<file path="src/rtl/seq_multiplier_if.sv">
// rtl/seq_multiplier_if.sv - operand/product handshake bundle for seq_multiplier
interface seq_multiplier_if #(
  parameter int WIDTH = 8
);
  logic               in_valid;
  logic               in_ready;
  logic [WIDTH-1:0]   a;
  logic [WIDTH-1:0]   b;
  logic               signed_mode;
  logic               out_valid;
  logic               out_ready;
  logic [2*WIDTH-1:0] p;
  logic               busy;

  modport master (
    output in_valid, a, b, signed_mode, out_ready,
    input  in_ready, out_valid, p, busy
  );

  modport slave (
    input  in_valid, a, b, signed_mode, out_ready,
    output in_ready, out_valid, p, busy
  );
endinterface

</file>
<file path="src/rtl/seq_multiplier.sv">
// rtl/seq_multiplier.sv - iterative shift-add WIDTH x WIDTH multiplier, signed/unsigned per operation
module seq_multiplier #(
  parameter int WIDTH = 8
) (
  input  logic clk,
  input  logic rst,
  seq_multiplier_if.slave bus
);
  localparam int CW = (WIDTH > 1) ? $clog2(WIDTH) : 1;
  localparam int PW = 2 * WIDTH;

  typedef enum logic [1:0] {IDLE, CALC, DONE} state_e;

  state_e            state_q, state_d;
  logic [WIDTH-1:0]  mag_a_q, mag_a_d;
  logic [WIDTH-1:0]  mag_b_q, mag_b_d;
  logic [PW-1:0]     acc_q, acc_d;
  logic [PW-1:0]     p_q, p_d;
  logic [CW-1:0]     count_q, count_d;
  logic              neg_q, neg_d;
  logic              in_ready_q, in_ready_d;
  logic [PW-1:0]     addend;
  logic [PW-1:0]     acc_sum;

  always_comb begin
    addend     = mag_b_q[0] ? ({{WIDTH{1'b0}}, mag_a_q} << count_q) : '0;
    acc_sum    = acc_q + addend;
    state_d    = state_q;
    mag_a_d    = mag_a_q;
    mag_b_d    = mag_b_q;
    acc_d      = acc_q;
    p_d        = p_q;
    count_d    = count_q;
    neg_d      = neg_q;
    case (state_q)
      IDLE: begin
        if (bus.in_valid && in_ready_q) begin
          mag_a_d = (bus.signed_mode && bus.a[WIDTH-1]) ? -bus.a : bus.a;
          mag_b_d = (bus.signed_mode && bus.b[WIDTH-1]) ? -bus.b : bus.b;
          neg_d   = bus.signed_mode & (bus.a[WIDTH-1] ^ bus.b[WIDTH-1]);
          acc_d   = '0;
          count_d = '0;
          if (bus.a == '0 || bus.b == '0) begin
            p_d     = '0;
            state_d = DONE;
          end else begin
            state_d = CALC;
          end
        end
      end
      CALC: begin
        acc_d   = acc_sum;
        mag_b_d = mag_b_q >> 1;
        count_d = count_q + 1'b1;
        // Fixed latency: always WIDTH iterations, even when mag_b runs out early.
        if (count_q == CW'(WIDTH - 1)) begin
          p_d     = neg_q ? -acc_sum : acc_sum;
          state_d = DONE;
        end
      end
      DONE: begin
        if (bus.out_ready) state_d = IDLE;
      end
      default: state_d = IDLE;
    endcase
    in_ready_d = (state_d == IDLE);
  end

  always_ff @(posedge clk) begin
    if (rst) begin
      state_q    <= IDLE;
      mag_a_q    <= '0;
      mag_b_q    <= '0;
      acc_q      <= '0;
      p_q        <= '0;
      count_q    <= '0;
      neg_q      <= 1'b0;
      in_ready_q <= 1'b0;
    end else begin
      state_q    <= state_d;
      mag_a_q    <= mag_a_d;
      mag_b_q    <= mag_b_d;
      acc_q      <= acc_d;
      p_q        <= p_d;
      count_q    <= count_d;
      neg_q      <= neg_d;
      in_ready_q <= in_ready_d;
    end
  end

  assign bus.in_ready  = in_ready_q;
  assign bus.out_valid = (state_q == DONE);
  assign bus.busy      = (state_q != IDLE);
  assign bus.p         = p_q;
endmodule

</file>
<file path="src/flat_wrapper.sv">
// flat-port wrapper written by rule: the top's interface ports become plain ports
module seq_multiplier_flat 
#(
  parameter int WIDTH = 8
)
  (clk, rst, bus_in_valid, bus_a, bus_b, bus_signed_mode, bus_out_ready, bus_in_ready, bus_out_valid, bus_p, bus_busy);
  seq_multiplier_if #(.WIDTH(WIDTH)) bus_i ();
  input  logic clk;
  input  logic rst;
  input wire logic [$bits(bus_i.in_valid)-1:0] bus_in_valid;
  input wire logic [$bits(bus_i.a)-1:0] bus_a;
  input wire logic [$bits(bus_i.b)-1:0] bus_b;
  input wire logic [$bits(bus_i.signed_mode)-1:0] bus_signed_mode;
  input wire logic [$bits(bus_i.out_ready)-1:0] bus_out_ready;
  output wire logic [$bits(bus_i.in_ready)-1:0] bus_in_ready;
  output wire logic [$bits(bus_i.out_valid)-1:0] bus_out_valid;
  output wire logic [$bits(bus_i.p)-1:0] bus_p;
  output wire logic [$bits(bus_i.busy)-1:0] bus_busy;
  assign bus_i.in_valid = bus_in_valid;
  assign bus_i.a = bus_a;
  assign bus_i.b = bus_b;
  assign bus_i.signed_mode = bus_signed_mode;
  assign bus_i.out_ready = bus_out_ready;
  assign bus_in_ready = bus_i.in_ready;
  assign bus_out_valid = bus_i.out_valid;
  assign bus_p = bus_i.p;
  assign bus_busy = bus_i.busy;
  seq_multiplier #(.WIDTH(WIDTH)) u_core (.clk(clk), .rst(rst), .bus(bus_i));
endmodule
</file>
<file path="config.mk">
export PLATFORM = sky130hd
export DESIGN_NAME = seq_multiplier_flat
export DESIGN_NICKNAME = d
export VERILOG_FILES = /design/src/rtl/seq_multiplier_if.sv /design/src/rtl/seq_multiplier.sv /design/src/flat_wrapper.sv
export SDC_FILE = /design/constraint.sdc
export NUM_CORES = 1
export LEC_CHECK = 0
export ABC_AREA = 1
export BUFFER_PORTS_ARGS = -buffer_cell sky130_fd_sc_hd__buf_2
export CAP_MARGIN = 20
export CELL_PAD_IN_SITES_DETAIL_PLACEMENT = 2
export CELL_PAD_IN_SITES_GLOBAL_PLACEMENT = 2
export CORE_MARGIN = 2
export CORE_UTILIZATION = 25
export CTS_BUF_LIST = sky130_fd_sc_hd__clkbuf_16
export DETAILED_ROUTE_END_ITERATION = 12
export PLACE_DENSITY_LB_ADDON = 0.1
export SETUP_SLACK_MARGIN = 0.5
export SYNTH_ARGS = -nofsm -noshare
export SYNTH_HDL_FRONTEND = slang
export SYNTH_SLANG_ARGS = --single-unit
</file>
<file path="constraint.sdc">
create_clock -name clk -period 5.2 [get_ports clk]
set_input_delay 0.26 -clock clk [delete_from_list [all_inputs] [get_ports clk]]
set_output_delay 0.26 -clock clk [all_outputs]
set_load 0.02 [all_outputs]
</file>
== After elaboration in Yosys (flattened, before gate mapping) ==
Index checks and enable logic that the tools add are counted.

* Output and inout bits: 19
* Flip-flop bits (word level): 55
* Input bits: 21

* Muxes and demuxes: 19
* Shift-type cells: 1
* Eq/ne operators: 6
* Reductions and logical operators: 13
* Add/subtract/negate cells: 5
* Bitwise operators: 2

{| class="wikitable"
|+ Operator list
! kind !! number
|-
| $mux 16 || 6
|-
| $pmux 16 s2 || 2
|-
| $mux 8 || 3
|-
| $add 16x16->16 || 1
|-
| $logic_not 8->1 || 2
|-
| $neg 16->16 || 1
|-
| $neg 8->8 || 2
|-
| $pmux 8 s2 || 1
|-
| $shl 8x3->16 || 1
|-
| $mux 2 || 4
|-
| $ne 2x1->1 const B || 3
|-
| $pmux 2 s3 || 1
|-
| $pmux 3 s2 || 1
|-
| $logic_not 2->1 || 2
|-
| $reduce_and 2->1 || 2
|-
| $reduce_and 4->1 || 1
|-
| $reduce_bool 2->1 || 2
|-
| $add 3x1->3 const B || 1
|-
| $eq 3x3->1 const B || 1
|-
| $logic_and 1x1->1 || 3
|-
| $mux 3 || 1
|-
| $eq 2x1->1 const B || 1
|-
| $eq 2x2->1 const B || 1
|-
| $and 1x1->1 || 1
|-
| other kinds (2) || 2
|}

== Longest topological paths before layout ==
Gate-level depths: netlist of the first run.

* Depth in word-level cells: 7
* Mapped depth: 24
* Mapped depth without buffers: 24

== Worst setup path before layout of the first run ==
Ideal clock, no wire load.

* Path type: reg-to-reg
* Start point: reg u_core.count_q[2]
* End point: reg u_core.p_q[14], in the netlist u_core.bus.p[14]
* Stages on the path, launching flop included: 19
* Data required time: 5,068 ps
* Setup time: 132 ps
* Buffers on the path: 1
* Period minus slack after synthesis: 2,623 ps
* Arrival: 2,491 ps
* Setup slack: 2,577 ps
* Path through: dfxtp_1 > inv_1 > nand2_1 > clkbuf_1 > nor2_1 > ha_1 > fa_1 > nand2_2 > nand2_1 > nand3_2 > nand3_1 > nand2_4 > inv_4 > nor2_4 > nand2_4 > o21ai_4 > nand3_1 > nand3_1 > a21oi_1

* Cells in the longest elaborated chain, start to end: 7
* Elaborated cells between the ends (all ways): 10
* Classes of those cells: add/sub: 2; eq/ne: 2; shift: 1; mux: 4; reduce/logical: 1

{| class="wikitable"
|+ Ends and longest elaborated chain
! item !! line !! source
|-
| start: declaration || seq_multiplier.sv:19 || <nowiki>logic [CW-1:0] count_q, count_d;</nowiki>
|-
| start signal: assignment || seq_multiplier.sv:85 || <nowiki>count_q <= count_d;</nowiki>
|-
| $shl 8x3->16 || seq_multiplier.sv:26 || <nowiki>addend = mag_b_q[0] ? ({{WIDTH{1'b0}}, mag_a_q} << count_q) : '0;</nowiki>
|-
| $mux 16 || seq_multiplier.sv:26 ||
|-
| $add 16x16->16 || seq_multiplier.sv:27 || <nowiki>acc_sum = acc_q + addend;</nowiki>
|-
| $neg 16->16 || seq_multiplier.sv:57 || <nowiki>p_d = neg_q ? -acc_sum : acc_sum;</nowiki>
|-
| $mux 16 || seq_multiplier.sv:57 ||
|-
| $mux 16 || seq_multiplier.sv:56 || <nowiki>if (count_q == CW'(WIDTH - 1)) begin</nowiki>
|-
| $pmux 16 s2 || seq_multiplier.sv:35 || <nowiki>case (state_q)</nowiki>
|-
| end signal: assignment || seq_multiplier.sv:84 || <nowiki>p_q <= p_d;</nowiki>
|-
| end: declaration || seq_multiplier.sv:18 || <nowiki>logic [PW-1:0] p_q, p_d;</nowiki>
|}

Parallel ways exist; a longest one is shown, timed or not. The select of a mux whose other input is x is not followed.
A chain may end at the register's enable or synchronous reset.

== Worst setup path after layout of the first run ==
* Start point: reg u_core.count_q[0]
* End point: reg u_core.p_q[11], in the netlist u_core.bus.p[11]

The elaborated chain is that of the path after synthesis.

==> results of run 1 <==
-- power by group --
part	total [mW]	internal [mW]	switching (mW)
logic	0.142	0.0420	0.100
registers	0.446	0.433	0.0125
clock network	0.359	0.179	0.180
total	0.947	0.654	0.293
-- layout make-up --
| cell class | instances | area (µm²) |
|---|---|---|
| timing repair buffer | 40 | 203 |
| fill | 2023 | 11300 |
| clock buffer | 5 | 125 |
| tap | 216 | 270 |
| clock inverter | 3 | 17.5 |
| multi-input combinational | 494 | 2570 |
| inverter | 89 | 337 |
| sequential | 55 | 1100 |
-- how the worst max path moves through the flow --
stage / startpoint / to / slack [ns] / depth (start not counted)
6_report: u_core.count_q[0]$_SDFFE_PP0P_ / u_core.bus.p[11]$_SDFFE_PP0P_ / 1.77 / 17
5_1_grt: u_core.count_q[0]$_SDFFE_PP0P_ / u_core.bus.p[11]$_SDFFE_PP0P_ / 1.33 / 17
4_1_cts: u_core.count_q[0]$_SDFFE_PP0P_ / u_core.bus.p[11]$_SDFFE_PP0P_ / 1.77 / 17
3_5_place_dp: u_core.count_q[0]$_SDFFE_PP0P_ / u_core.bus.p[13]$_SDFFE_PP0P_ / 1.78 / 17
3_3_place_gp: u_core.count_q[0]$_SDFFE_PP0P_ / u_core.bus.p[13]$_SDFFE_PP0P_ / 1.92 / 17
2_1_floorplan: u_core.count_q[2]$_SDFFE_PP0P_ / u_core.bus.p[14]$_SDFFE_PP0P_ / 2.58 / 18
-- state kept, by name (all words and copies together), names as in the netlist --
signal / count
u_core.bus.p: 16
u_core.bus.in_ready: 1
u_core.count_q: 3
u_core.mag_a_q: 8
u_core.mag_b_q: 8
u_core.neg_q: 1
u_core.acc_q: 16
u_core.state_q: 2
-- synthesized netlist by cell type (2+ instances only) --
library cell | instances | area (µm²)
nor3_1 | 5 | 25.0
o21ai_0 | 34 | 170
and2_1 | 2 | 12.5
nor2_4 | 4 | 45.0
o211ai_1 | 2 | 15.0
a21o_1 | 2 | 15.0
clkinv_1 | 2 | 7.51
o22ai_1 | 8 | 50.1
inv_1 | 84 | 315
nor2_2 | 3 | 18.8
nor2_1 | 42 | 158
nand2_4 | 2 | 22.5
clkbuf_1 | 16 | 60.1
o31ai_1 | 2 | 15.0
xor2_1 | 7 | 61.3
nand3_2 | 6 | 60.1
ha_1 | 20 | 250
nand2_1 | 211 | 792
nand4_1 | 4 | 25.0
nand3_1 | 42 | 210
nand3_4 | 2 | 35.0
a21oi_1 | 58 | 290
inv_2 | 2 | 7.51
a31oi_1 | 8 | 50.1
nand2_2 | 14 | 87.6
dfxtp_1 | 55 | 1100
-- worst min-delay path: cells and delay by family --
family                 cells  cell delay [ns]
AOI/OAI and AO/OA          1             0.07
buffers and inverters      1             0.11
and+or+nand+nor            1             0.06
-- stage by stage --
step                      cells  hold slack, ns
final                       902           0.244
after global routing        902           0.274
after CTS                   902           0.235
after detailed placement    894           0.456
after global placement      894           0.448
after floorplan             656           0.401
-- cells by family (layout without fill, tap and decap cells) --
kind of cell,Yosys count,after routing,synth area share
buf+inv,107,137,0.101
compound gates,123,123,0.170
fa+ha+maj,21,21,0.0661
flops,55,55,0.269
simple gates,342,342,0.377
xor+xnor,8,8,0.0171
-- metal layers --
layer  global-route usage  up-vias
met2                0.328       32
met5                    0        -
met1                0.200     2058
met3               0.0211        9
met4               0.0405        0
li1                     -     2168
==> impl_metrics.yaml, run 1 <==
outcome:
  status: "finished clean"
die:
  die_w_um: 132
  fp.dieH_um: 132
  die-area_um2: 17400
  num_io_pins: 40
  initial_utilization: 0.256
  rows: 46
  fp.coreArea_um2: 15900
route:
  drt_first_pass_iters: 4
  drt-total-wl_um: 14300
  post_drt_via_cell_ratio: 4.73
  wl_per_cell_um: 15.8
  vias: 4267
  drt_iter0_markers: 127
  post-route-drc-count: 0
  met3_length_um: 234
  ant_nets: 0
  met2_wirelength_um: 7530
  wl_met1_um: 6340
  dr.max_layer_used: "met4"
timing:
  maxSlewHeadroom: 0.494
  finalMaxSlewViolations: 0
  min_period_over_period: 0.659
  hold_viol_final: 0
  tightestPinTransition_ns: 0.757
  skew_ns: 0.00878
  fin_setup_tns_ns: 0
  fin_crit_ns: 3.43
  timing.fmax_mhz: 292
  fin_ws_ns: 1.77
  rsz0062_at_grt: "no"
  final-setup-viol-count: 0
synth:
  ys_types: 45
  syn_area_um2: 4090
  ys_ff_latch: 55
  synth_edf_count: 0
  yosysSeqAreaShare: 0.269
  yosys_warnings: 0
  synth_cells: 656
  syn_area_per_cell_um2: 6.23
  syn_nets: 698
  ys.flop_type: "dfxtp_1"
  async_reset_ff_frac: 0
clocking:
  cts.htree.levels: 2
  cts_num_sinks: 55
  cts_root_buf: "clkbuf_16"
  numCtsBuffers: 5
  cts_tree: "built"
  clock_latency_ns: 0.31
  clock_path_buffers: 2
  postCtsSetupBuffers: 0
  cts_hold_buf: 0
  clk_pin_slew_ns: 0.08
  cts_resized: 0
critical_path:
  cp.required_ns: 5.45
  critical-path-max-stage-delay_ns: 0.54
  critPathKind: "reg -> reg"
  critical_path.top_delay_family: "simple AND/OR/NAND/NOR gates"
  cp-start-kind: "flop"
  slowest_stage: "dfxtp_1"
  worstPathArrival_ns: 3.67
  path_common_cell: "nand2_1"
  crit_path_end_kind: "flop"
  path_cells: "inv_1 > nand2_1 > o21ai_0 > o21ai_0 > o22ai_1 > ha_1 > nand2_1 > nor2_1 > nand3_1 > nand4_1 > nand2_1 > nor2_1 > nand2_1 > nand2_2 > xnor2_1 > nand2_1 > a21oi_1"
  r2r-end: "u_core.bus.p[11]$_SDFFE_PP0P_"
  r2r_cells: 17
  r2r_setup_slack_ns: 1.77
  path_max_fanout: 12
  worst-path-buf-inv: 1
  r2r-start: "u_core.count_q[0]$_SDFFE_PP0P_"
hold_path:
  hold_start: "bus_a[1]"
  holdPathEnd: "u_core.mag_a_q[1]$_SDFFE_PP0P_"
  min_path_type: "in -> reg"
  min_delay_path_depth: 3
place:
  hpwl_um: 11600
  postPlaceCellArea_um2: 4490
  place_congestion: 0.793
  port_buffers: 39
  post-place-ws_ns: 1.78
layout:
  layout.cells.most_common_list: "nand2_1 (211), inv_1 (84), a21oi_1 (58)"
  utilization: 0.290
  antenna_cells: 0
  drive_gt1_frac: 0.128
  final_common_cell: "nand2_1"
  area_growth_syn_to_layout_pct: 13.2
  final_cell_area_um2: 4630
  num-nets-final: 727
pwr:
  p_leak_nw: 2.21
  p_total_uw: 947
  max-vdd-ir-drop_mv: 0.121
  powerDensity_nw_per_um2: 205
global_routing:
  overflow: 0
  grtUsageTotal: 0.171
  grt_pass1_wl_um: 23900
  antenna_found_initial: 0
  grt_max_degree: 47
  grt_pass1_vias: 4677
job:
  maxCapViolations: 0
Power figures use the tool's default switching activity.
==> run 2, diff against run 1 <==
--- a/config.mk
+++ b/config.mk
@@ -5,7 +5,7 @@
 export SDC_FILE = /design/constraint.sdc
 export NUM_CORES = 1
 export LEC_CHECK = 0
-export ABC_AREA = 1
+export ABC_AREA = 0
 export BUFFER_PORTS_ARGS = -buffer_cell sky130_fd_sc_hd__buf_2
 export CAP_MARGIN = 20
 export CELL_PAD_IN_SITES_DETAIL_PLACEMENT = 2
==> constraint.sdc (replaced) <==
create_clock -name clk -period 2.9 [get_ports clk]
set_input_delay 0.145 -clock clk [delete_from_list [all_inputs] [get_ports clk]]
set_output_delay 0.145 -clock clk [all_outputs]
set_load 0.02 [all_outputs]
==> impl_metrics.yaml, run 2 <==
layout:
  stdcell_count: 787
  final_common_cell: "buf_4"
  antenna_cells: 0
  drive_gt1_frac: 0.438
  num-nets-final: 644
  area_growth_syn_to_layout_pct: 55.0
  utilization: 0.395
  layout.cells.most_common_list: "buf_4 (89), nor2_1 (55), dfxtp_1 (51)"
  final_cell_area_um2: 5750
synth:
  ys.flop_type: "dfxtp_1"
  synth_cells: 477
  ys_ff_latch: 55
  syn_area_um2: 3710
  yosys_warnings: 0
  yosys.area.top_type_share: 0.297
  synth_top_cell_by_area: "dfxtp_1"
  syn_area_per_cell_um2: 7.77
  yosysMostFrequentCell: "nor2_1"
  async_reset_ff_frac: 0
  syn_nets: 519
  ys_types: 57
  yosysSeqAreaShare: 0.297
  synth_edf_count: 0
  synth_top_cells_by_count: "nor2_1 (63), dfxtp_1 (55), nand2_1 (49)"
  synth_area_leaders: "dfxtp_1 (30%), ha_1 (6.7%), nor2_1 (6.4%), xnor2_1 (5.7%), a21oi_1 (5.1%)"
clocking:
  clk_pin_slew_ns: 0.08
  clock_latency_ns: 0.31
  cts_hold_buf: 0
  cts.htree.levels: 2
  cts_tree: "built"
  cts_num_sinks: 55
  clock_path_buffers: 2
  cts_root_buf: "clkbuf_16"
  numCtsBuffers: 5
die:
  num_io_pins: 40
  initial_utilization: 0.255
  fp.coreArea_um2: 14500
  rows: 44
  die-area_um2: 15800
  fp.dieH_um: 126
  die_w_um: 126
route:
  vias: 4078
  drt_first_pass_iters: 4
  ant_nets: 0
  wl_per_cell_um: 19.2
  post_drt_via_cell_ratio: 5.18
  drt-total-wl_um: 15100
  drt_iter0_markers: 104
  post-route-drc-count: 0
global_routing:
  grt_pass1_wl_um: 24700
  grt_pass1_vias: 4507
  grt_max_degree: 39
  grtUsageTotal: 0.197
  antenna_found_initial: 0
  overflow: 0
place:
  post-place-ws_ns: -0.822
  hpwl_um: 10800
  place_inst: 750
  place_congestion: 0.815
  port_buffers: 39
  postPlaceCellArea_um2: 4850
timing:
  tightestPinTransition_ns: 1.08
  timing.fmax_mhz: 275
  fin_setup_tns_ns: -7.07
  maxSlewHeadroom: 0.277
  skew_ns: 0.00615
  fin_crit_ns: 3.64
  hold_viol_final: 0
  fin_ws_ns: -0.740
  hold_ws_ns: 0.132
  final-setup-viol-count: 18
  rsz0062_at_grt: "yes"
  min_period_over_period: 1.26
  finalMaxSlewViolations: 0
job:
  maxCapViolations: 0
pwr:
  powerDensity_nw_per_um2: 302
  p_leak_nw: 2.39
  p_total_mw: 1.73
  max-vdd-ir-drop_mv: 0.216
critical_path:
  path_max_fanout: 6
  cp-start-kind: "flop"
  cp.required_ns: 3.11
  critPathKind: "reg -> reg"
  worstPathArrival_ns: 3.85
  crit_path_end_kind: "flop"
outcome:
  status: "complete, but fails checks"
  violations: "negative setup slack"
hold_path:
  min_path_type: "in -> reg"
run 2: path summary, 6_finish.rpt:
| kind | from | end | slack, ns | cells after the start |
|---|---|---|---|---|
| max | u_core.count_q[1]$_SDFFE_PP0P_ | u_core.bus.p[13]$_SDFFE_PP0P_ | -0.74 | 16 |
| min | bus_a[0] | u_core.mag_a_q[0]$_SDFFE_PP0P_ | 0.13 | 3 |
| max reg2reg | u_core.count_q[1]$_SDFFE_PP0P_ | u_core.bus.p[13]$_SDFFE_PP0P_ | -0.74 | 16 |
| min reg2reg | u_core.mag_b_q[3]$_SDFFE_PP0P_ | u_core.mag_b_q[2]$_SDFFE_PP0P_ | 0.46 | 2 |
run 2: routing by layer:
layer	GRT usage	routed length [µm]
met1	0.243	6490
met2	0.362	8080
met3	0.0246	318
met4	0.0530	216
met5	0	0
run 2: layout make-up:
cell class | count | area (µm²)
clock buffer | 5 | 125
timing repair buffer | 144 | 1060
fill | 1629 | 8790
sequential | 55 | 1110
multi-input combinational | 383 | 3160
inverter | 13 | 48.8
clock inverter | 3 | 16.3
tap | 184 | 230
run 2: logic make-up after synthesis:
group / after synthesis / synth area share
AO/OA/AOI/OAI: 129 / 0.248
XOR/XNOR: 35 / 0.0827
adder cells (fa/ha/maj): 21 / 0.0729
buffers and inverters: 39 / 0.0395
flip-flops: 55 / 0.297
multiplexers: 11 / 0.0310
AND/OR/NAND/NOR: 187 / 0.229
run 2: worst max-delay path, stage by stage, from the launching register on:
cell and delay, ns:
dfxtp_4 0.41, buf_12 0.13, mux2i_4 0.25, mux2_4 0.22
nor2_4 0.03, o21a_1 0.21, ha_4 0.35, o21ai_4 0.07
nor3b_4 0.15, a311oi_2 0.31, o311ai_4 0.19, a2111oi_4 0.45
nand4bb_1 0.23, buf_4 0.20, nand2_4 0.06, xnor2_2 0.07
a22o_1 0.20
run 2: where the power goes:
part	leakage, nW	switching [mW]	total, mW	internal, mW
registers	0.448	0.0255	0.799	0.773
logic	1.87	0.184	0.308	0.124
clock network	0.0726	0.310	0.627	0.317
total	2.39	0.519	1.73	1.22
run 2: timing repair:
action / in CTS / in global routing
gates resized for setup: 64 / 42
pin swaps: 19 / 31
setup endpoints to repair: 26 / 28
setup buffers: 15 / 13
==> run 3, diff against run 2 <==
--- a/config.mk
+++ b/config.mk
@@ -11,10 +11,11 @@
 export CELL_PAD_IN_SITES_DETAIL_PLACEMENT = 2
 export CELL_PAD_IN_SITES_GLOBAL_PLACEMENT = 2
 export CORE_MARGIN = 2
-export CORE_UTILIZATION = 25
+export CORE_UTILIZATION = 31
 export CTS_BUF_LIST = sky130_fd_sc_hd__clkbuf_16
 export DETAILED_ROUTE_END_ITERATION = 12
 export PLACE_DENSITY_LB_ADDON = 0.1
+export RECOVER_POWER = 25
 export SETUP_SLACK_MARGIN = 0.5
 export SYNTH_ARGS = -nofsm -noshare
 export SYNTH_HDL_FRONTEND = slang
==> impl_metrics.yaml, run 3 (synthesis gave the netlist of run 2 again) <==
global_routing:
  overflow: 0
  grtUsageTotal: 0.266
  grt_max_degree: 32
  grt_pass1_vias: 4690
  antenna_found_initial: 0
  grt_pass1_wl_um: 26500
route:
  drt_first_pass_iters: 5
  wl_per_cell_um: 28.4
  vias: 4430
  ant_nets: 0
  post-route-drc-count: 0
  post_drt_via_cell_ratio: 5.91
  drt-total-wl_um: 21300
  drt_iter0_markers: 220
critical_path:
  critPathKind: "reg -> reg"
  cp.required_ns: 3.10
  worstPathArrival_ns: 4.26
  critical-path-max-stage-delay_ns: 0.46
  cp-start-kind: "flop"
  slowest_stage: "a2111oi_4"
  r2r_cells: 15
  path_cells: "buf_6 > nor2_4 > nand2_2 > nor2_4 > ha_4 > fa_2 > a211oi_4 > o21ai_2 > a211o_1 > a211o_1 > a2111oi_4 > nand4bb_1 > o31ai_2 > xnor2_1 > a22o_1"
  path_max_fanout: 7
  crit_path_end_kind: "flop"
timing:
  maxSlewHeadroom: 0.0739
  fin_setup_tns_ns: -13.08
  fin_ws_ns: -1.16
  skew_ns: 0.0132
  final-setup-viol-count: 23
  tightestPinTransition_ns: 1.39
  hold_viol_final: 0
  fin_crit_ns: 4.06
  rsz0062_at_grt: "yes"
  finalMaxSlewViolations: 0
  timing.fmax_mhz: 246
  hold_ws_ns: 0.162
  min_period_over_period: 1.40
clocking:
  cts_root_buf: "clkbuf_16"
  cts_tree: "built"
  clk_pin_slew_ns: 0.08
  clock_path_buffers: 2
  clock_latency_ns: 0.32
  numCtsBuffers: 5
  cts.htree.levels: 2
  cts_num_sinks: 55
place:
  port_buffers: 39
  place_inst: 703
  place_congestion: 0.839
  hpwl_um: 10000
layout:
  stdcell_count: 749
  fill_cells: 1227
  num-nets-final: 647
  drive_gt1_frac: 0.457
  layout.cells.most_common_list: "buf_4 (85), nor2_1 (53), dfxtp_1 (53)"
  area_growth_syn_to_layout_pct: 60.2
  antenna_cells: 0
  final_common_cell: "buf_4"
outcome:
  status: "complete, but fails checks"
  violations: "negative setup slack"
die:
  die_w_um: 113
  initial_utilization: 0.321
  die-area_um2: 12900
  fp.coreArea_um2: 11600
  rows: 39
  num_io_pins: 40
  fp.dieH_um: 113
job:
  maxCapViolations: 0
pwr:
  max-vdd-ir-drop_mv: 0.482
  p_total_mw: 1.99
  powerDensity_nw_per_um2: 334
  p_leak_nw: 2.45
hold_path:
  min_delay_path_depth: 3
  min_path_type: "in -> reg"
==> run 3: cell count changes in the layout (fill, tap and decap cells not counted), moves of 5 or more <==
cell and change:
a21oi_1 -5, clkbuf_1 +12, a21oi_2 +5, buf_2 -12, nand2_1 -5, buf_6 +7
==> run 3: timing repair <==
item,4_1_cts,5_1_grt
pin swaps,27,42
buffers inserted,20,17
hold endpoints to repair,0,0
hold buffers,0,0
endpoints found under the setup margin,28,28
resized for setup,58,85
==> run 3: final cells by class <==
type,instances,area (µm²),share of cell area
timing repair buffer,147,1100,0.186
clock inverter,3,63.8,0.0107
clock buffer,5,125,0.0211
sequential,55,1110,0.187
multi-input combinational,383,3310,0.557
tap,143,179,0.0301
inverter,13,51.3,0.00863
==> run 3: critical path: cells and delay by family, from the launching register on <==
family,cells,cell delay [ns]
fa+ha+maj,2,0.62
xor+xnor,1,0.16
simple gates,4,0.46
buf+inv,1,0.15
compound gates,7,2.11
flops,1,0.44
==> run 3: power by group <==
group / switching (mW) / leakage (nW) / internal, mW / total (mW)
logic: 0.218 / 1.91 / 0.142 / 0.360
clock network: 0.328 / 0.0952 / 0.494 / 0.822
registers: 0.0323 / 0.447 / 0.773 / 0.805
==> run 3: stage by stage <==
stage / area, µm² / util / setup WS, ns
after floorplan: 3980 / - / -0.455
after global placement: 4740 / 0.410 / -0.626
after detailed placement: 4740 / 0.410 / -0.754
after CTS: 5400 / 0.467 / -0.540
after global routing: 5940 / 0.514 / -1.21
final: 5940 / 0.514 / -1.16
==> run 3: worst paths after layout <==
path	endpoint	start	slack [ns]
min reg2reg	u_core.mag_b_q[2]$_SDFFE_PP0P_	u_core.mag_b_q[3]$_SDFFE_PP0P_	0.47
max reg2reg	u_core.bus.p[15]$_SDFFE_PP0P_	u_core.count_q[1]$_SDFFE_PP0P_	-1.16
min	u_core.mag_a_q[7]$_SDFFE_PP0P_	bus_a[7]	0.16
max	u_core.bus.p[15]$_SDFFE_PP0P_	u_core.count_q[1]$_SDFFE_PP0P_	-1.16
==> run 3: per-layer routing <==
metal,vias up,share of wire,GRT usage
met1,2285,0.40,0.321
met3,55,0.029,0.0329
met5,-,0,0
li1,1962,-,-
met2,128,0.53,0.485
met4,0,0.037,0.0976
